### src/rtl/rsff_excite_ctrl.sv
// Excitation controller for an external RS flip-flop. It drives only legal R/S pulses, then
// confirms the result from synchronized Q/nQ feedback. Define RSF_STICKY_ERR_EN for sticky errors.
module rsff_excite_ctrl #(
  parameter int unsigned HOLD_CYC    = 2,
  parameter int unsigned TIMEOUT_CYC = 12,
  parameter int unsigned ILLEGAL_CYC = 3
) (
  input  logic       clk,
  input  logic       rst_n,
  input  logic       req_valid,
  input  logic       req_d,
  input  logic       req_hold,
`ifdef RSF_STICKY_ERR_EN
  input  logic       err_clr,
`endif
  output logic       req_ready,
  output logic       R,
  output logic       S,
  input  logic       Q,
  input  logic       nQ,
  output logic       busy,
  output logic       done,
  output logic       err,
  output logic [1:0] err_code
);

  localparam logic [3:0] HoldMax = 4'(HOLD_CYC);
  localparam logic [7:0] TmoMax  = 8'(TIMEOUT_CYC);
  localparam logic [2:0] IllMax  = 3'(ILLEGAL_CYC);

  localparam logic [1:0] CodeNone = 2'b00;
  localparam logic [1:0] CodeTmo  = 2'b01;
  localparam logic [1:0] CodeIll  = 2'b10;

  typedef enum logic [2:0] {
    StIdle,
    StDrive,
    StWait,
    StDone,
`ifdef RSF_STICKY_ERR_EN
    StLock,
`endif
    StErr
  } state_e;

  state_e     state_q;
  logic       q_s1, q_s2, nq_s1, nq_s2;
  logic       tgt_q, hold_q;
  logic       hit_q, legal_q;
  logic [3:0] hold_cnt_q;
  logic [7:0] tmo_q, tmo_nxt;
  logic [2:0] ill_q, ill_nxt;
  logic       wait_ok;

  assign req_ready = ~busy;

  // Compare results are registered one cycle after the synchronizer.
  always_comb begin
    wait_ok = hold_q ? legal_q : hit_q;
    ill_nxt = legal_q ? 3'd0 : ill_q + 3'd1;
    tmo_nxt = tmo_q + 8'd1;
  end

  always_ff @(posedge clk or negedge rst_n) begin
    if (!rst_n) begin
      state_q    <= StIdle;
      q_s1       <= 1'b0;
      q_s2       <= 1'b0;
      nq_s1      <= 1'b0;
      nq_s2      <= 1'b0;
      tgt_q      <= 1'b0;
      hold_q     <= 1'b0;
      hit_q      <= 1'b0;
      legal_q    <= 1'b0;
      hold_cnt_q <= 4'd0;
      tmo_q      <= 8'd0;
      ill_q      <= 3'd0;
      R          <= 1'b0;
      S          <= 1'b0;
      busy       <= 1'b0;
      done       <= 1'b0;
      err        <= 1'b0;
      err_code   <= CodeNone;
    end else begin
      q_s1     <= Q;
      q_s2     <= q_s1;
      nq_s1    <= nQ;
      nq_s2    <= nq_s1;
      hit_q    <= (q_s2 == tgt_q) && (nq_s2 != tgt_q);
      legal_q  <= (q_s2 != nq_s2);
      done     <= 1'b0;
      err      <= 1'b0;
      err_code <= CodeNone;

      unique case (state_q)
        StIdle: begin
          R    <= 1'b0;
          S    <= 1'b0;
          busy <= 1'b0;
          if (req_valid) begin
            tgt_q  <= req_d;
            hold_q <= req_hold;
            busy   <= 1'b1;
            tmo_q  <= 8'd0;
            ill_q  <= 3'd0;
            if (req_hold) begin
              state_q <= StWait;
            end else if ((q_s2 == req_d) && (nq_s2 != req_d)) begin
              state_q <= StDone;
              done    <= 1'b1;
            end else begin
              state_q    <= StDrive;
              S          <= req_d;
              R          <= ~req_d;
              hold_cnt_q <= 4'd1;
            end
          end
        end

        StDrive: begin
          if (hold_cnt_q == HoldMax) begin
            R       <= 1'b0;
            S       <= 1'b0;
            state_q <= StWait;
          end else begin
            hold_cnt_q <= hold_cnt_q + 4'd1;
          end
        end

        // Success beats both limits; the illegal limit beats the timeout.
        StWait: begin
          R     <= 1'b0;
          S     <= 1'b0;
          tmo_q <= tmo_nxt;
          ill_q <= ill_nxt;
          if (wait_ok) begin
            state_q <= StDone;
            done    <= 1'b1;
          end else if (ill_nxt == IllMax) begin
            state_q  <= StErr;
            err      <= 1'b1;
            err_code <= CodeIll;
          end else if (tmo_nxt == TmoMax) begin
            state_q  <= StErr;
            err      <= 1'b1;
            err_code <= CodeTmo;
          end
        end

        StDone: begin
          state_q <= StIdle;
          busy    <= 1'b0;
        end

        StErr: begin
`ifdef RSF_STICKY_ERR_EN
          state_q  <= StLock;
          err_code <= err_code;
`else
          state_q <= StIdle;
          busy    <= 1'b0;
`endif
        end

`ifdef RSF_STICKY_ERR_EN
        StLock: begin
          R        <= 1'b0;
          S        <= 1'b0;
          err_code <= err_code;
          if (err_clr) begin
            state_q  <= StIdle;
            busy     <= 1'b0;
            err_code <= CodeNone;
          end
        end
`endif

        default: begin
          state_q <= StIdle;
          R       <= 1'b0;
          S       <= 1'b0;
          busy    <= 1'b0;
        end
      endcase
    end
  end

endmodule

### config.mk
export PLATFORM = sky130hd
export DESIGN_NAME = rsff_excite_ctrl
export DESIGN_NICKNAME = d
export VERILOG_FILES = /design/src/rtl/rsff_excite_ctrl.sv
export SDC_FILE = /design/constraint.sdc
export NUM_CORES = 1
export LEC_CHECK = 0
export ABC_AREA = 1
export BUFFER_PORTS_ARGS = -buffer_cell sky130_fd_sc_hd__buf_2
export CORE_MARGIN = 2
export CORE_UTILIZATION = 36
export CTS_BUF_LIST = sky130_fd_sc_hd__clkbuf_16
export CTS_CLUSTER_SIZE = 12
export DETAILED_ROUTE_END_ITERATION = 16
export PLACE_DENSITY_LB_ADDON = 0.15
export SKIP_LAST_GASP = 1
export SLEW_MARGIN = 20
export SYNTH_ARGS = -nofsm -noshare
export SYNTH_HDL_FRONTEND = slang
export SYNTH_SLANG_ARGS = --single-unit
### constraint.sdc
create_clock -name clk -period 1.6 [get_ports clk]
set_input_delay 0.16 -clock clk [delete_from_list [all_inputs] [get_ports clk]]
set_output_delay 0.16 -clock clk [all_outputs]
set_load 0.01 [all_outputs]
==> run metrics <==
most frequent cells in the layout nand2_1, dfrtp_1, inv_1; share of cells above drive strength 1 29.61%; worst rel slew slack 50.82%; Chip Width 71.76 µm; top post-synthesis cells by area dfrtp_1, nand2_1, inv_1; syn_nets 191; Worst Tran Pin Value 737.7 ps; pre-CTS setup slack 127.5 ps; clock root buffer clkbuf_16; ANT cells 0; gr usage total 13.79%; crit end category register; startpoint type of the worst setup path register; Worst Slack Setup Final 142.9 ps; clk buf depth 2; Yosys warnings 0; Die ar. 0.005150 mm²; number of global-route vias before repair 1239; dpl cell area 0.001795 mm²; required time of the critical path 1770 ps; Crit Path Max Fanout 5; TNS Setup 0 ps; syn avg cell area 9.182 µm²; drt pass-1 iters 4; Post-Synthesis Cells 180; number of distinct library cells after synthesis 30; DRT iter0 DRCs 47; RSZ-0062 raised after global routing false; CTS tree yes; # nets final 216; final setup vio count 0; placed insts 247; number of H-tree levels 2; routed len/inst 11.64 µm; post-synthesis sequential area ratio 49.96%; Initial Util 37.70%; critical path arrival 1620 ps; area of the multi-input gates 719.4 µm²; critical path type reg2reg; Finished Core Util 44.86%; largest net degree at the start of global routing 34; Post-Layout Cell Count 258; Register Area 825.8 µm²; worst vdd ir 0.7731 mV; number of port buffers 14; Finished Cell Area 0.001967 mm²; worst-skew pair later-pin latency 280 ps; Core ar. 0.004384 mm²; area share of the largest cell type after synthesis 49.96%; status finished clean; WL final 3.004 mm; clock skew 3.850 ps; Leak Pwr 0.9551 nW; drt via density 4.702; PD cells 1856 mW/mm²; Hold/Removal Path Class in2reg; commonest non-fill, non-tap cell in the layout nand2_1; Clock Sinks 33; row count 24; #FFs+latches synth 33; fillers 436; Die Y 71.76 µm; total CTS buffers 5; Fin. Hold Viols 0; Final Max Tran Viols 0; Setup Fix Bufs, Post-CTS 0; antenna violations before repair 0; max_cap viols 0; mapped cell area 0.001653 mm²; Placer Congestion 0.8072; first-pass GRT wire length 5.395 mm; HPWL Detailed 2.214 mm; area leader, netlist dfrtp_1; post-route minimum period 1457 ps; grt total ovfl 0; Area Overhead vs Synth 19.00%; Worst-path clk slew 50 ps; post-route ant nets 0; fin crit share 91.07%; # DRC 0; DR vias 1213; fmax 686.3 MHz; Top Ports 15
==> synthesized netlist by cell type <==
cell	instances
ha_1	4
dfrtp_1	33
inv_1	20
nor3_2	1
o21ai_0	13
a22o_1	1
xor2_1	4
o21ai_1	5
o31ai_1	1
nand2_2	8
nor3_4	1
a22oi_1	2
o21ai_2	2
inv_2	7
or2_2	1
a32o_1	2
nand2_4	3
nor2_1	7
nor2_2	8
xnor2_1	1
o22ai_1	2
nand3_2	2
inv_6	1
a21oi_1	2
nor3_1	1
nand3_1	7
nor2_4	4
nand4_1	1
nand2_1	35
or2_1	1
==> critical path, stage by stage, from the launching register on <==
cell	delay [ps]
dfrtp_1	420
ha_2	240
nand3_2	100
nor2_1	100
nand2_1	60
nand2_1	100
nor2_2	40
nand2_2	90
nand2_2	70
nand3_1	70
nand2_1	50
==> path summary, 6_finish.rpt <==
kind,startpoint,endpoint,slack (ps),cells after the start
setup / recovery,tmo_q[0],state_q[0],140,10
min in group asynchronous,rst_n,tmo_q[5],490,2
hold / removal,req_d,S,170,3
setup reg to reg,tmo_q[0],state_q[0],140,10
hold reg to reg,q_s1,q_s2,350,0
max in group asynchronous,rst_n,hold_q,640,2
==> state kept, by name, summed over array words and instances (netlist names) <==
| register | cells |
|---|---|
| busy | 1 |
| err | 1 |
| ill_q | 3 |
| hit_q | 1 |
| R | 1 |
| S | 1 |
| q_s1 | 1 |
| hold_q | 1 |
| q_s2 | 1 |
| tgt_q | 1 |
| tmo_q | 8 |
| done | 1 |
| hold_cnt_q | 4 |
| legal_q | 1 |
| nq_s2 | 1 |
| err_code | 2 |
| state_q | 3 |
| nq_s1 | 1 |
==> layout make-up <==
cell class                 count  area share (%)
inverter                      28           5.598
multi-input combinational    119           36.58
clock inverter                 3          0.6997
clock buffer                   5           6.361
sequential                    33           41.98
tap                           52           3.308
timing repair buffer          18           5.471
==> power breakdown <==
group          leakage [nW]  switching, mW  internal, mW  total [mW]
Combinational         0.451          0.910         0.522        1.43
Clock                0.0748          0.330         0.563       0.893
Sequential            0.429          0.234          1.09        1.32
==> kinds of logic after synthesis <==
family	Yosys count	share of synthesized area [%]
compound gates	30	10.98
xor+xnor	5	2.649
buf+inv	28	6.662
fa+ha+maj	4	3.028
flops	33	49.96
simple gates	80	26.72
==> layer usage <==
layer,up-vias,track usage [%],wire (µm)
met3,4,4.782,96
met5,-,0,0
met2,13,21.50,1378
li1,625,-,-
met4,0,6.918,42
met1,571,16.98,1488
==> what timing repair did <==
item	CTS	global route
hold buffers	3	0
hold endpoints to repair	35	0
endpoints found under the setup margin	0	1
gates resized for setup	0	1
==> per-stage QoR <==
step	hold WS, ps	total power, mW
after floorplan	-135.6	2.418
after global placement	257.2	2.731
after detailed placement	269.7	2.774
after CTS	165.7	3.706
after global routing	193.7	3.965
final	171.6	3.651
Power figures use the tool's default switching activity.
